`src/rtl/mem_stage.sv`:
```
// mem_stage: MEM pipeline stage that waits for DCache data, aligns load results and forwards the instruction to WB.
// Ports: clk/reset (async active-low), es_to_ms_valid/es_to_ms_bus in from EXE, ms_allowin back to EXE,
// ms_to_ws_valid/ms_to_ws_bus out to WB with ws_allowin back, data_data_ok/data_rdata from DCache,
// flush discards the held instruction, MEM_dest/MEM_result/ms_res_valid/ms_ex/ms_inst_eret/ms_inst_mfc0 to hazard logic.
module mem_stage #(
    parameter int ES_TO_MS_BUS_WD = 165,
    parameter int MS_TO_WS_BUS_WD = 120
) (
    input  logic                       clk,
    input  logic                       reset,
    input  logic                       ws_allowin,
    output logic                       ms_allowin,
    input  logic                       es_to_ms_valid,
    input  logic [ES_TO_MS_BUS_WD-1:0] es_to_ms_bus,
    output logic                       ms_to_ws_valid,
    output logic [MS_TO_WS_BUS_WD-1:0] ms_to_ws_bus,
    input  logic                       data_data_ok,
    input  logic [31:0]                data_rdata,
    input  logic                       flush,
    output logic [4:0]                 MEM_dest,
    output logic [31:0]                MEM_result,
    output logic                       ms_res_valid,
    output logic                       ms_ex,
    output logic                       ms_inst_eret,
    output logic                       ms_inst_mfc0
);
    typedef enum logic [1:0] {IDLE, WAIT, DONE, DISCARD} state_t;
    state_t                     r_state;
    logic                       r_ms_valid;
    logic [ES_TO_MS_BUS_WD-1:0] r_bus;
    logic [31:0]                r_rdata_buf;
    logic [31:0] w_addr, w_rt, w_alu, w_pc, w_rd, w_lwl, w_lwr, w_load_data, w_final;
    logic [11:0] w_mi;
    logic [7:0]  w_byte;
    logic [15:0] w_half;
    logic [1:0]  w_b;
    logic w_load, w_gr_we, w_ex, w_need_mem, w_ready_go, w_accept, w_depart, w_unused;
    assign w_addr = r_bus[164:133];
    assign w_ex   = r_bus[127];
    assign w_rt   = r_bus[114:83];
    assign w_mi   = r_bus[82:71];
    assign w_load = r_bus[70];
    assign w_gr_we = r_bus[69];
    assign w_alu  = r_bus[63:32];
    assign w_pc   = r_bus[31:0];
    // store-type bits only matter on the incoming bus (need_mem), not once held
    assign w_unused = &{1'b0, w_mi[11:8], w_mi[1:0]};
    // loads and all store variants go to the DCache unless the instruction already faulted
    assign w_need_mem = (es_to_ms_bus[70] | es_to_ms_bus[72] | (|es_to_ms_bus[82:79])) & ~es_to_ms_bus[127];
    assign w_ready_go = (r_state == IDLE) | (r_state == DONE) | (r_state == WAIT & data_data_ok);
    assign ms_to_ws_valid = r_ms_valid & w_ready_go;
    assign ms_allowin = (r_state != DISCARD) & (~r_ms_valid | (w_ready_go & ws_allowin));
    assign w_accept = es_to_ms_valid & ms_allowin & ~flush;
    assign w_depart = ms_to_ws_valid & ws_allowin;
    // zero-cycle bypass: use the live DCache data while waiting, buffered data once parked in DONE
    assign w_rd = (r_state == DONE) ? r_rdata_buf : data_rdata;
    assign w_b  = w_addr[1:0];
    assign w_byte = (w_b == 2'd0) ? w_rd[7:0] : (w_b == 2'd1) ? w_rd[15:8] : (w_b == 2'd2) ? w_rd[23:16] : w_rd[31:24];
    assign w_half = w_b[1] ? w_rd[31:16] : w_rd[15:0];
    assign w_lwl = (w_b == 2'd0) ? {w_rd[7:0], w_rt[23:0]} : (w_b == 2'd1) ? {w_rd[15:0], w_rt[15:0]} :
                   (w_b == 2'd2) ? {w_rd[23:0], w_rt[7:0]} : w_rd;
    assign w_lwr = (w_b == 2'd0) ? w_rd : (w_b == 2'd1) ? {w_rt[31:24], w_rd[31:8]} :
                   (w_b == 2'd2) ? {w_rt[31:16], w_rd[31:16]} : {w_rt[31:8], w_rd[31:24]};
    assign w_load_data = w_mi[2] ? {{24{w_byte[7]}}, w_byte} : w_mi[3] ? {24'b0, w_byte} :
                         w_mi[4] ? {{16{w_half[15]}}, w_half} : w_mi[5] ? {16'b0, w_half} :
                         w_mi[6] ? w_lwl : w_mi[7] ? w_lwr : w_rd;
    assign w_final = w_load ? w_load_data : w_alu;
    assign ms_to_ws_bus = {r_bus[132:115], w_addr, w_gr_we, r_bus[68:64], w_final, w_pc};
    assign MEM_dest     = (r_ms_valid & w_gr_we) ? r_bus[68:64] : 5'd0;
    assign MEM_result   = w_final;
    assign ms_res_valid = r_ms_valid & (~w_load | w_ready_go);
    assign ms_ex        = r_ms_valid & w_ex;
    assign ms_inst_eret = r_ms_valid & r_bus[120];
    assign ms_inst_mfc0 = r_ms_valid & r_bus[115];
    always_ff @(posedge clk or negedge reset) begin
        if (!reset) begin
            r_state     <= IDLE;
            r_ms_valid  <= 1'b0;
            r_bus       <= '0;
            r_rdata_buf <= '0;
        end else if (flush) begin
            r_ms_valid <= 1'b0;
            // an access still in flight must have its response swallowed later
            if (r_state == WAIT)
                r_state <= data_data_ok ? IDLE : DISCARD;
            else if (r_state == DONE || (r_state == DISCARD && data_data_ok))
                r_state <= IDLE;
        end else if (w_accept) begin
            r_bus      <= es_to_ms_bus;
            r_ms_valid <= 1'b1;
            r_state    <= w_need_mem ? WAIT : IDLE;
        end else if (w_depart) begin
            r_ms_valid <= 1'b0;
            r_state    <= IDLE;
        end else if (r_state == WAIT && data_data_ok) begin
            r_rdata_buf <= data_rdata;
            r_state     <= DONE;
        end else if (r_state == DISCARD && data_data_ok) begin
            r_state <= IDLE;
        end
    end
endmodule
```
`config.mk`:
```
export PLATFORM = sky130hd
export DESIGN_NAME = mem_stage
export DESIGN_NICKNAME = d
export VERILOG_FILES = /design/src/rtl/mem_stage.sv
export SDC_FILE = /design/constraint.sdc
export NUM_CORES = 1
export LEC_CHECK = 0
export CORE_ASPECT_RATIO = 2
export CORE_MARGIN = 2
export CORE_UTILIZATION = 48
export CTS_BUF_LIST = sky130_fd_sc_hd__clkbuf_4
export CTS_CLUSTER_DIAMETER = 30
export DETAILED_ROUTE_END_ITERATION = 12
export PLACE_DENSITY_LB_ADDON = 0.15
export SYNTH_ARGS = -nofsm -noshare
export SYNTH_HDL_FRONTEND = slang
export SYNTH_SLANG_ARGS = --single-unit
```
`constraint.sdc`:
```
create_clock -name clk -period 3.6 [get_ports clk]
set_input_delay 0.9 -clock clk [delete_from_list [all_inputs] [get_ports clk]]
set_output_delay 0.9 -clock clk [all_outputs]
set_load 0.01 [all_outputs]
```
==> summary.txt, run 1 <==
GRT
  • Total grt overflow: 0
  • Initial antenna violation count: 3
  • Vias in the first global route: 9875
  • Gr usage total: 32.22%
  • Largest net degree at the start of global routing: 127
  • First-pass GRT wire length: 58.74 mm

Final layout
  • Fill cells: 1741
  • Share of cells above drive strength 1: 37.41%
  • Area growth syn-to-layout: 45.59%
  • Post-Layout Cell Count: 1625
  • Area of the multi-input gates: 0.005659 mm2
  • FF/Latch Area: 0.004857 mm2
  • Final Util: 71.18%
  • Final Net Count: 1532

Hold path
  • Worst hold path class: reg2reg

Detailed routing
  • 1st-iter DRT viols: 483
  • DRC viols: 0
  • Wire length per cell: 24.54 um
  • Vias per std cell: 5.840
  • Pre-antenna DRT Iters: 5
  • Routed WL: 39.88 mm
  • Antenna-violating nets left: 0
  • Vias: 9490

Place
  • Placed Cells: 1564
  • Number of port buffers: 364
  • Final GP Congestion: 1.023
  • Dpl hpwl: 30.51 mm
  • Worst slack at placement: -0.9115 ns

Die
  • Die footprint: 0.02437 mm2
  • Num ports: 366
  • Row count: 78
  • Core ar.: 0.02264 mm2
  • Initial Util: 48.89%
  • Die width: 111.4 um
  • Die H: 218.8 um

Power and ir drop
  • Pleak: 6.812 nW
  • Cell Pwr Density: 486.3 mW/mm2
  • Worst vdd ir: 0.0004374 V
  • Total power draw: 0.007838 W

Timing
  • Min Hold Slack: 0.5100 ns
  • FMAX: 255.4 MHz
  • Rel. slew slack: 50.09%
  • Period minus WS final: 3.915 ns
  • Clk_skew: 0.01388 ns
  • Final period util: 108.7%
  • Slew Limit Fails: 0
  • Post-route setup slack: -0.3147 ns
  • # setup viols final: 61
  • Final hold viol count: 0
  • Worst Max-Slew Pin Slew: 0.7487 ns
  • RSZ-0062 raised after global routing: yes

Yosys
  • Async set-reset flop share out of synthesis: 100.0%
  • Commonest cells in the netlist: dfrtp_1 (194), mux2_2 (147), buf_4 (122)
  • Share of the yosys chip area belonging to registers: 43.86%
  • Synth top area cells: dfrtp_1 (44%), mux2_2 (15%), buf_4 (8.3%)
  • Synth Register Bits: 194
  • Mapped Cells: 967
  • Number of enable flip-flop cells after synthesis: 0
  • Ys Warns: 0
  • Yosys cell types: 58
  • Syn Area/Cell: 11.45 um2
  • Biggest area consumer among synthesized cells: dfrtp_1
  • Area fraction of the dominant cell type after synthesis: 43.86%
  • Most frequent cell after synthesis: dfrtp_1
  • Syn nets: 1170
  • Synth Cell Area: 0.01107 mm2
  • Ys flop type: dfrtp_1

Worst setup path
  • WS Path Type: reg2out
  • Slack of the worst reg-to-reg path: 1.13 ns
  • CP Launch Type: flip-flop
  • CP max stage cell: mux4_2
  • CP Data Arrival Time: 3.01 ns
  • CP peak stage delay: 0.56 ns
  • Crit-path cells: nand2b_4 > buf_12 > mux4_2 > a2111oi_4 > buf_4 > buf_6 > o311a_1 > o22a_1 > buf_2
  • Crit-path max FO: 8
  • Required time worst endpoint: 2.70 ns
  • Crit path capture type: output port

CTS
  • CTS Buf Count: 17
  • Max Root-Sink Buffers: 2
  • Clock-pin slew on the worst setup and hold paths: 0.15 ns
  • # clock sinks: 194
  • Root buf cell: clkbuf_4
  • # H-tree levels: 4
  • CTS tree: done
  • Worst-Skew Late Latency: 0.64 ns

Flow run
  • Max Cap Viol: 0

Outcome
  • Violated checks: negative setup slack
  • Status: complete, but fails checks
## per-stage QoR
step | setup TNS (ns) | cell area, um2
floorplan | 0 | 11070
global placement | -38.90 | 15100
detailed placement | -40.74 | 15100
CTS | -12.24 | 15770
global route | -17.00 | 16120
finish | -11.26 | 16120
## registers in the layout, summed over array words and instances, names as in the netlist
name	cells
r_bus	159
r_rdata_buf	32
r_state	2
r_ms_valid	1
## worst paths after layout
check                                 from               end  depth (start not counted)
max in group asynchronous            reset         r_bus[27]                          3
worst min register to register   r_bus[58]         r_bus[58]                          1
worst max-delay path            r_state[1]  ms_to_ws_bus[54]                          9
worst max register to register  r_state[1]   r_rdata_buf[14]                          9
worst min-delay path             r_bus[58]         r_bus[58]                          1
min in group asynchronous            reset        r_bus[162]                          2
## cell families after synthesis
kind of cell,synth area share (%)
buf+inv,11.13
flops,43.86
compound gates,12.32
simple gates,5.516
mux,27.17
## cells in the final DEF (no fill, tap or decap), types with 10 or more instances in the layout
cell and count:
clkbuf_4 20, a211oi_1 14, mux2_2 148, nor2_1 31
buf_4 127, buf_6 20, buf_12 17, clkdlybuf4s50_1 295
o21ai_0 15, mux4_2 10, dfrtp_1 192, mux2i_4 20
a21oi_1 25, nor2b_1 11, nand2_1 39, mux2_1 44
buf_2 53, mux2i_1 33, o221ai_1 17
## timing repair
item	4_1_cts	5_1_grt
setup endpoints to repair	64	64
buffers inserted	14	13
endpoints found under the hold margin	1	0
gates resized for setup	332	75
hold buffers	1	0
gates cloned	2	1
pin swaps	29	30
## cell type report
cell class,count,share of cell area (%)
diodes,3,0.04658
clock inverters,12,0.6755
clock buffers,20,0.9317
well taps,280,2.174
multi-input cells,576,35.12
flip-flops and latches,194,30.14
repair buffers,529,30.66
inverters,11,0.2562
## where the power goes
group	internal [W]	total (W)	switching (W)	leakage, nW
registers	0.00263	0.00301	0.000375	2.31
clock network	0.000371	0.00115	0.000779	0.148
logic	0.00193	0.00368	0.00175	4.36
## metal layers
metal	GRT usage, %	wire [um]	vias up
met5	0	0	-
met4	21.15	3040	0
met3	6.850	2502	116
met2	57.83	21090	472
met1	33.65	13250	4719
li1	-	-	4183
## worst max-delay path: cells and delay by family, from the launching register on
family | cells | cell delay [ns]
muxes | 1 | 0.56
buffers and inverters | 4 | 0.59
DFF | 1 | 0.46
AOI/OAI and AO/OA | 3 | 0.63
and+or+nand+nor | 1 | 0.12
Power figures use the tool's default switching activity.
==> run 2, diff against run 1 <==
--- a/config.mk
+++ b/config.mk
@@ -5,9 +5,10 @@
 export SDC_FILE = /design/constraint.sdc
 export NUM_CORES = 1
 export LEC_CHECK = 0
+export ABC_AREA = 1
 export CORE_ASPECT_RATIO = 2
 export CORE_MARGIN = 2
-export CORE_UTILIZATION = 48
+export CORE_UTILIZATION = 44
 export CTS_BUF_LIST = sky130_fd_sc_hd__clkbuf_4
 export CTS_CLUSTER_DIAMETER = 30
 export DETAILED_ROUTE_END_ITERATION = 12
==> constraint.sdc (replaced) <==
create_clock -name clk -period 3.2 [get_ports clk]
set_input_delay 0.8 -clock clk [delete_from_list [all_inputs] [get_ports clk]]
set_output_delay 0.8 -clock clk [all_outputs]
set_load 0.01 [all_outputs]
==> run 2 against run 1 <==
Against the previous run:
- the run still ends with negative setup slack left
- wire length is 19% higher
- power is 100% higher
- sequential power grew 28%
- highest routed layer unchanged
- combinational power rose to 2.8 times the previous value
- first-iteration DRC count is 37% higher
- critical path depth grew 6
- largest cell class unchanged
- cell count grew 51%
- count of clock-buffer cells in the layout fell by 3
- hold slack worse by 0.013 ns
- register-to-register slack worse by 0.51 ns
==> summary.txt, run 2 <==
Yosys
  • Syn Area/Cell: 6.798 um2
  • Commonest cells in the netlist: nand2_1 (822), dfrtp_1 (194), buf_4 (150)
  • Synth Register Bits: 194
  • Most frequent cell after synthesis: nand2_1
  • Yosys cell types: 31
  • Async set-reset flop share out of synthesis: 100.0%
  • Mapped Cells: 1714
  • Syn nets: 1917
  • Ys flop type: dfrtp_1
  • Number of enable flip-flop cells after synthesis: 0
  • Synth top area cells: dfrtp_1 (42%), nand2_1 (26%), buf_4 (9.7%)
  • Area fraction of the dominant cell type after synthesis: 41.66%
  • Ys Warns: 0
  • Share of the yosys chip area belonging to registers: 41.66%
  • Synth Cell Area: 0.01165 mm2
  • Biggest area consumer among synthesized cells: dfrtp_1

Worst setup path
  • Required time worst endpoint: 2.40 ns
  • Crit-path max FO: 6
  • Crit path capture type: output port
  • WS Path Type: reg2out
  • Crit-path cells: buf_6 > buf_6 > nor2_4 > nor2_4 > buf_12 > nand2_4 > nand3_4 > nand2_4 > nand2_4 > buf_12 > a21oi_4 > buf_12 > buf_8 > a21oi_2 > buf_2
  • CP Data Arrival Time: 2.81 ns
  • CP Launch Type: flip-flop
  • Buffers plus inverters on the worst setup path: 7
  • CP delay by family, top: buffers and inverters
  • CP max stage cell: dfrtp_2
  • Reg2reg start: r_state[1]
  • CP Launch Point: r_bus[134]
  • CP peak stage delay: 0.48 ns

Place
  • Final GP Congestion: 0.9520
  • Dpl hpwl: 35.00 mm
  • Worst slack at placement: -0.9983 ns
  • Number of port buffers: 364

Outcome
  • Status: complete, but fails checks
  • Violated checks: negative setup slack

Final layout
  • Max reg flops: 159
  • Largest Register: r_bus
  • Largest regs: r_bus (159), r_rdata_buf (32), r_state (2)
  • Fill cells: 2252
  • Final Util: 67.92%
  • Area growth syn-to-layout: 52.54%
  • Most frequent cells in the layout: nand2_1 (712), clkdlybuf4s50_1 (296), dfrtp_1 (192), buf_4 (136), inv_1 (119)
  • Final Net Count: 2293
  • FF/Latch Area: 0.004857 mm2
  • Area of the multi-input gates: 0.006013 mm2
  • Share of cells above drive strength 1: 24.96%
  • Commonest non-fill, non-tap cell in the layout: nand2_1

Detailed routing
  • Routed wl met3: 2.586 mm
  • Top routing layer in use: met4
  • 1st-iter DRT viols: 661
  • Wire length per cell: 19.43 um
  • DRC viols: 0
  • Antenna-violating nets left: 0
  • Routed WL: 47.59 mm
  • Met2 WL: 24.75 mm
  • Vias: 12400
  • Vias per std cell: 5.064
  • Pre-antenna DRT Iters: 6
  • WL met1: 16.24 mm

GRT
  • Initial antenna violation count: 2
  • First-pass GRT wire length: 70.16 mm
  • Gr usage total: 33.52%
  • Largest net degree at the start of global routing: 117
  • Total grt overflow: 0
  • Vias in the first global route: 12550

Power and ir drop
  • Pleak: 8.957 nW
  • Worst vdd ir: 0.0004970 V
  • Cell Pwr Density: 884.2 mW/mm2

Timing
  • Final period util: 112.7%
  • # setup viols final: 64
  • Post-route setup slack: -0.4069 ns
  • RSZ-0062 raised after global routing: yes
  • Rel. slew slack: 65.15%
  • Min Hold Slack: 0.4975 ns
  • FMAX: 277.2 MHz
  • Final hold viol count: 0
  • Clk_skew: 0.01994 ns
  • Period minus WS final: 3.607 ns
  • Slew Limit Fails: 0
  • Worst Max-Slew Pin Slew: 0.5227 ns

CTS
  • Clock-pin slew on the worst setup and hold paths: 0.18 ns
  • CTS tree: done
  • Worst-Skew Late Latency: 0.65 ns
  • CTS Buf Count: 17
  • # clock sinks: 194
  • Max Root-Sink Buffers: 2
  • # H-tree levels: 4
  • Root buf cell: clkbuf_4

Die
  • Core ar.: 0.02617 mm2
  • Die H: 234.1 um
  • Die footprint: 0.02788 mm2
  • Row count: 84
  • Num ports: 366
  • Die width: 119.1 um
  • Initial Util: 44.53%

Hold path
  • Worst hold path class: reg2reg
  • Worst min-delay path startpoint: r_bus[159]

Flow run
  • Max Cap Viol: 0
## run 2: worst reg2reg max path, stage by stage (launching register included)
cell and delay, ns:
dfrtp_1 0.45, buf_4 0.15, buf_4 0.12, buf_4 0.14
nor2_2 0.12, nand2_1 0.09, nand2_1 0.10, nand2_2 0.08
a21boi_4 0.14, buf_4 0.14, nand3_4 0.15, inv_6 0.13
buf_12 0.29, nand2_1 0.27, o21ai_1 0.14
## run 2: layer usage
metal	up-vias	track usage, %
met5	-	0
met4	0	24.00
met3	155	5.788
met2	518	60.52
met1	5793	34.77
li1	5936	-
## run 2: cell type report
| class | count | area share, % |
|---|---|---|
| Tap cell | 344 | 2.422 |
| Inverter | 135 | 2.971 |
| Clock inverter | 15 | 1.077 |
| Antenna cell | 2 | 0.02816 |
| Sequential cell | 194 | 27.33 |
| Clock buffer | 17 | 0.7180 |
| Multi-Input combinational cell | 1179 | 33.83 |
| Timing Repair Buffer | 563 | 31.63 |
## run 2: final timing paths
path                            slack [ns]  cells past startpoint              to
max in group asynchronous             1.99                      3       r_bus[50]
worst max register to register        0.62                     14       r_bus[95]
worst max-delay path                 -0.41                     15  MEM_result[25]
min in group asynchronous             0.58                      2      r_ms_valid
worst min register to register        0.50                      2      r_bus[159]
worst min-delay path                  0.50                      2      r_bus[159]
## run 2: report_power, final
part / switching, W / internal, W / total [W] / leakage [nW]
Combinational: 0.00566 / 0.00477 / 0.0104 / 6.38
Sequential: 0.000553 / 0.00328 / 0.00384 / 2.41
Clock: 0.00107 / 0.000389 / 0.00146 / 0.169
Total: 0.00728 / 0.00844 / 0.0157 / 8.96
## run 2: repair_timing
action,in CTS,in global routing
hold endpoints to repair,25,0
setup buffers,50,15
cloned,3,4
hold buffers,1,0
pin swaps,63,48
resized for setup,541,125
endpoints found under the setup margin,67,64
## run 2: cells by family (layout without fill, tap and decap cells)
logic type	count (synthesis)	in the layout	share of synthesized area (%)
and+or+nand+nor	990	991	33.34
other	0	2	0
buffers and inverters	343	730	16.39
AOI/OAI and AO/OA	187	188	8.612
DFF	194	194	41.66
## run 2: stage by stage
stage / power (W) / cells / cell area, um2 / TNS [ns]
2_1_floorplan: 0.008385 / 1714 / 11650 / 0
3_5_place_dp: 0.01208 / 2355 / 15550 / -51.89
6_report: 0.01572 / 2449 / 17770 / -19.24
3_3_place_gp: 0.01202 / 2355 / 15550 / -52.44
5_1_grt: 0.01664 / 2449 / 17770 / -27.39
4_1_cts: 0.01492 / 2432 / 17140 / -20.15
==> run 3, diff against run 2 <==
--- a/config.mk
+++ b/config.mk
@@ -8,7 +8,7 @@
 export ABC_AREA = 1
 export CORE_ASPECT_RATIO = 2
 export CORE_MARGIN = 2
-export CORE_UTILIZATION = 44
+export CORE_UTILIZATION = 52
 export CTS_BUF_LIST = sky130_fd_sc_hd__clkbuf_4
 export CTS_CLUSTER_DIAMETER = 30
 export DETAILED_ROUTE_END_ITERATION = 12
==> constraint.sdc (replaced) <==
create_clock -name clk -period 4.45 [get_ports clk]
set_input_delay 1.1125 -clock clk [delete_from_list [all_inputs] [get_ports clk]]
set_output_delay 1.1125 -clock clk [all_outputs]
set_load 0.01 [all_outputs]
==> run 3 against run 2 <==
Against the previous run:
- the flow now finishes without violations
- power shrank 40%
- global-route usage is 2.4 points higher
- largest cell class unchanged
- cell count fell by 7.0%
- highest routed layer unchanged
- hold slack hardly changed
- first-iteration DRC count rose by 32%
- combinational power decreased by 45%
- register-to-register slack improved by 1.1 ns
- setup slack better by 0.46 ns
- clock power shrank 33%
- critical path depth decreased by 3
- cell area fell by 12%
==> summary.txt, run 3 (synthesis results as in run 2) <==
Timing
  • Worst Max-Slew Pin Slew: 0.9415 ns
  • Period minus WS final: 4.400 ns
  • Min Hold Slack: 0.4978 ns
  • Final hold viol count: 0
  • Rel. slew slack: 37.23%
  • Post-route setup slack: 0.04955 ns
  • RSZ-0062 raised after global routing: yes
  • # setup viols final: 0
  • FMAX: 227.3 MHz
  • Final period util: 98.89%
  • Slew Limit Fails: 0
  • Clk_skew: 0.01690 ns

Final layout
  • FF/Latch Area: 0.004857 mm2
  • Largest Register: r_bus
  • Area of the multi-input gates: 0.005017 mm2
  • Most frequent cells in the layout: nand2_1 (813), clkdlybuf4s50_1 (332), dfrtp_1 (192), inv_1 (125), nand3_1 (104)
  • Share of cells above drive strength 1: 8.513%
  • Final Net Count: 2187
  • Commonest non-fill, non-tap cell in the layout: nand2_1
  • Area growth syn-to-layout: 33.63%
  • Largest regs: r_bus (159), r_rdata_buf (32), r_state (2)
  • Fill cells: 1908
  • Max reg flops: 159

GRT
  • Most Crowded Layer GR: met2
  • M1 GR Usage: 39.01%
  • M3 GR Usage: 6.373%
  • Initial antenna violation count: 4
  • GR met2 Demand/Resource: 61.08%
  • Gr usage total: 35.94%
  • Largest net degree at the start of global routing: 105
  • Total grt overflow: 0
  • First-pass GRT wire length: 63.17 mm
  • Vias in the first global route: 11570

CTS
  • Root buf cell: clkbuf_4
  • # clock sinks: 194
  • CTS Buf Count: 17
  • Hold Buf Count CTS: 0
  • CTS tree: done
  • Clock-pin slew on the worst setup and hold paths: 0.14 ns
  • # H-tree levels: 4
  • Worst-Skew Late Latency: 0.67 ns
  • Max Root-Sink Buffers: 2

Die
  • Die H: 215.7 um
  • Die width: 109.9 um
  • Die footprint: 0.02369 mm2
  • Num ports: 366
  • Row count: 77
  • Initial Util: 52.82%
  • Core ar.: 0.02206 mm2

Detailed routing
  • 1st-iter DRT viols: 872
  • Wire length per cell: 18.58 um
  • Vias: 11830
  • Pre-antenna DRT Iters: 6
  • DRC viols: 0
  • Routed WL: 42.30 mm
  • Antenna-violating nets left: 0
  • Vias per std cell: 5.197

Worst setup path
  • Crit path capture type: output port
  • Required time worst endpoint: 3.34 ns
  • CP Launch Type: primary input
  • WS Path Type: in2out
  • Crit-path max FO: 3
  • CP Data Arrival Time: 3.29 ns
  • Worst r2r path cells: 11

Place
  • Final GP Congestion: 0.9990
  • Number of port buffers: 364
  • Worst slack at placement: -0.2732 ns
  • Dpl hpwl: 32.41 mm

Power and ir drop
  • Pleak: 8.154 nW
  • Worst vdd ir: 0.0004473 V
  • Total power draw: 0.009434 W
  • Cell Pwr Density: 605.9 mW/mm2

Hold path
  • Worst hold path class: reg2reg
  • Worst Hold Depth: 2

Outcome
  • Status: completed

Flow run
  • Max Cap Viol: 0
==> run 3: changes by cell type in the layout (fill, tap and decap cells not counted), moves of 18 or more <==
| cell | previous run | this run |
|---|---|---|
| clkdlybuf4s50_1 | 296 | 332 |
| nand3_1 | 55 | 104 |
| buf_4 | 136 | 81 |
| nand2_1 | 712 | 813 |
| buf_6 | 65 | 3 |
| nand2_4 | 30 | 1 |
| a21oi_1 | 41 | 59 |
| nand3_2 | 45 | 4 |
| buf_2 | 22 | 0 |
| dlymetal6s2s_1 | 0 | 28 |
| nand2_2 | 79 | 9 |
==> run 3: where the power goes <==
part	internal, W	total [W]	switching (W)
logic	0.00247	0.00572	0.00325
registers	0.00236	0.00273	0.000370
clock network	0.000308	0.000979	0.000671
==> run 3: cell type report <==
| class | count | area share [%] |
|---|---|---|
| clock buffers | 20 | 0.9642 |
| repair inverters | 1 | 0.04821 |
| flip-flops and latches | 194 | 31.19 |
| clock inverters | 12 | 0.7634 |
| inverters | 135 | 3.399 |
| diodes | 4 | 0.06428 |
| well taps | 276 | 2.218 |
| multi-input cells | 1178 | 32.22 |
| repair buffers | 457 | 29.13 |
==> run 3: what timing repair did <==
| action | 4_1_cts | 5_1_grt |
|---|---|---|
| pin swaps | 3 | 2 |
| gates cloned | 1 | 1 |
| buffers inserted | 8 | 7 |
| gates resized for setup | 20 | 53 |
| setup endpoints to repair | 64 | 54 |
==> run 3: final timing paths <==
path                                startpoint                to  slack, ns
worst max-delay path            data_rdata[22]  ms_to_ws_bus[54]       0.05
worst min-delay path                 r_bus[57]         r_bus[57]       0.50
worst max register to register      r_state[0]         r_bus[49]       1.74
worst min register to register       r_bus[57]         r_bus[57]       0.50
max in group asynchronous                reset        r_state[1]       2.99
min in group asynchronous                reset         r_bus[85]       0.52
==> run 3: critical path: stages <==
cell and delay, ns:
clkdlybuf4s50_1 0.46, inv_1 0.07, nand2_1 0.10, nand3_1 0.11
nand2_1 0.08, nand3_1 0.17, nand2_1 0.11, nand3_1 0.11
nand2_1 0.08, nand2_1 0.07, a21oi_1 0.19, clkdlybuf4s50_1 0.61
==> run 3: through the flow <==
| stage | instances | instance area (um2) | util [%] | TNS (ns) |
|---|---|---|---|---|
| after floorplan | 1714 | 11650 | - | 0 |
| after global placement | 2224 | 14930 | 67.69 | -10.57 |
| after detailed placement | 2224 | 14930 | 67.69 | -11.15 |
| after CTS | 2265 | 15340 | 69.51 | -0.01053 |
| after global routing | 2277 | 15570 | 70.58 | -0.09548 |
| final | 2277 | 15570 | 70.58 | 0 |
==> run 3: routing by layer <==
metal,routed length (um),share of wire [%],vias to the layer above
li1,-,-,5707
met1,14790,35,5477
met2,21670,51,519
met3,2542,6.0,130
met4,3304,7.8,0
met5,0,0,-
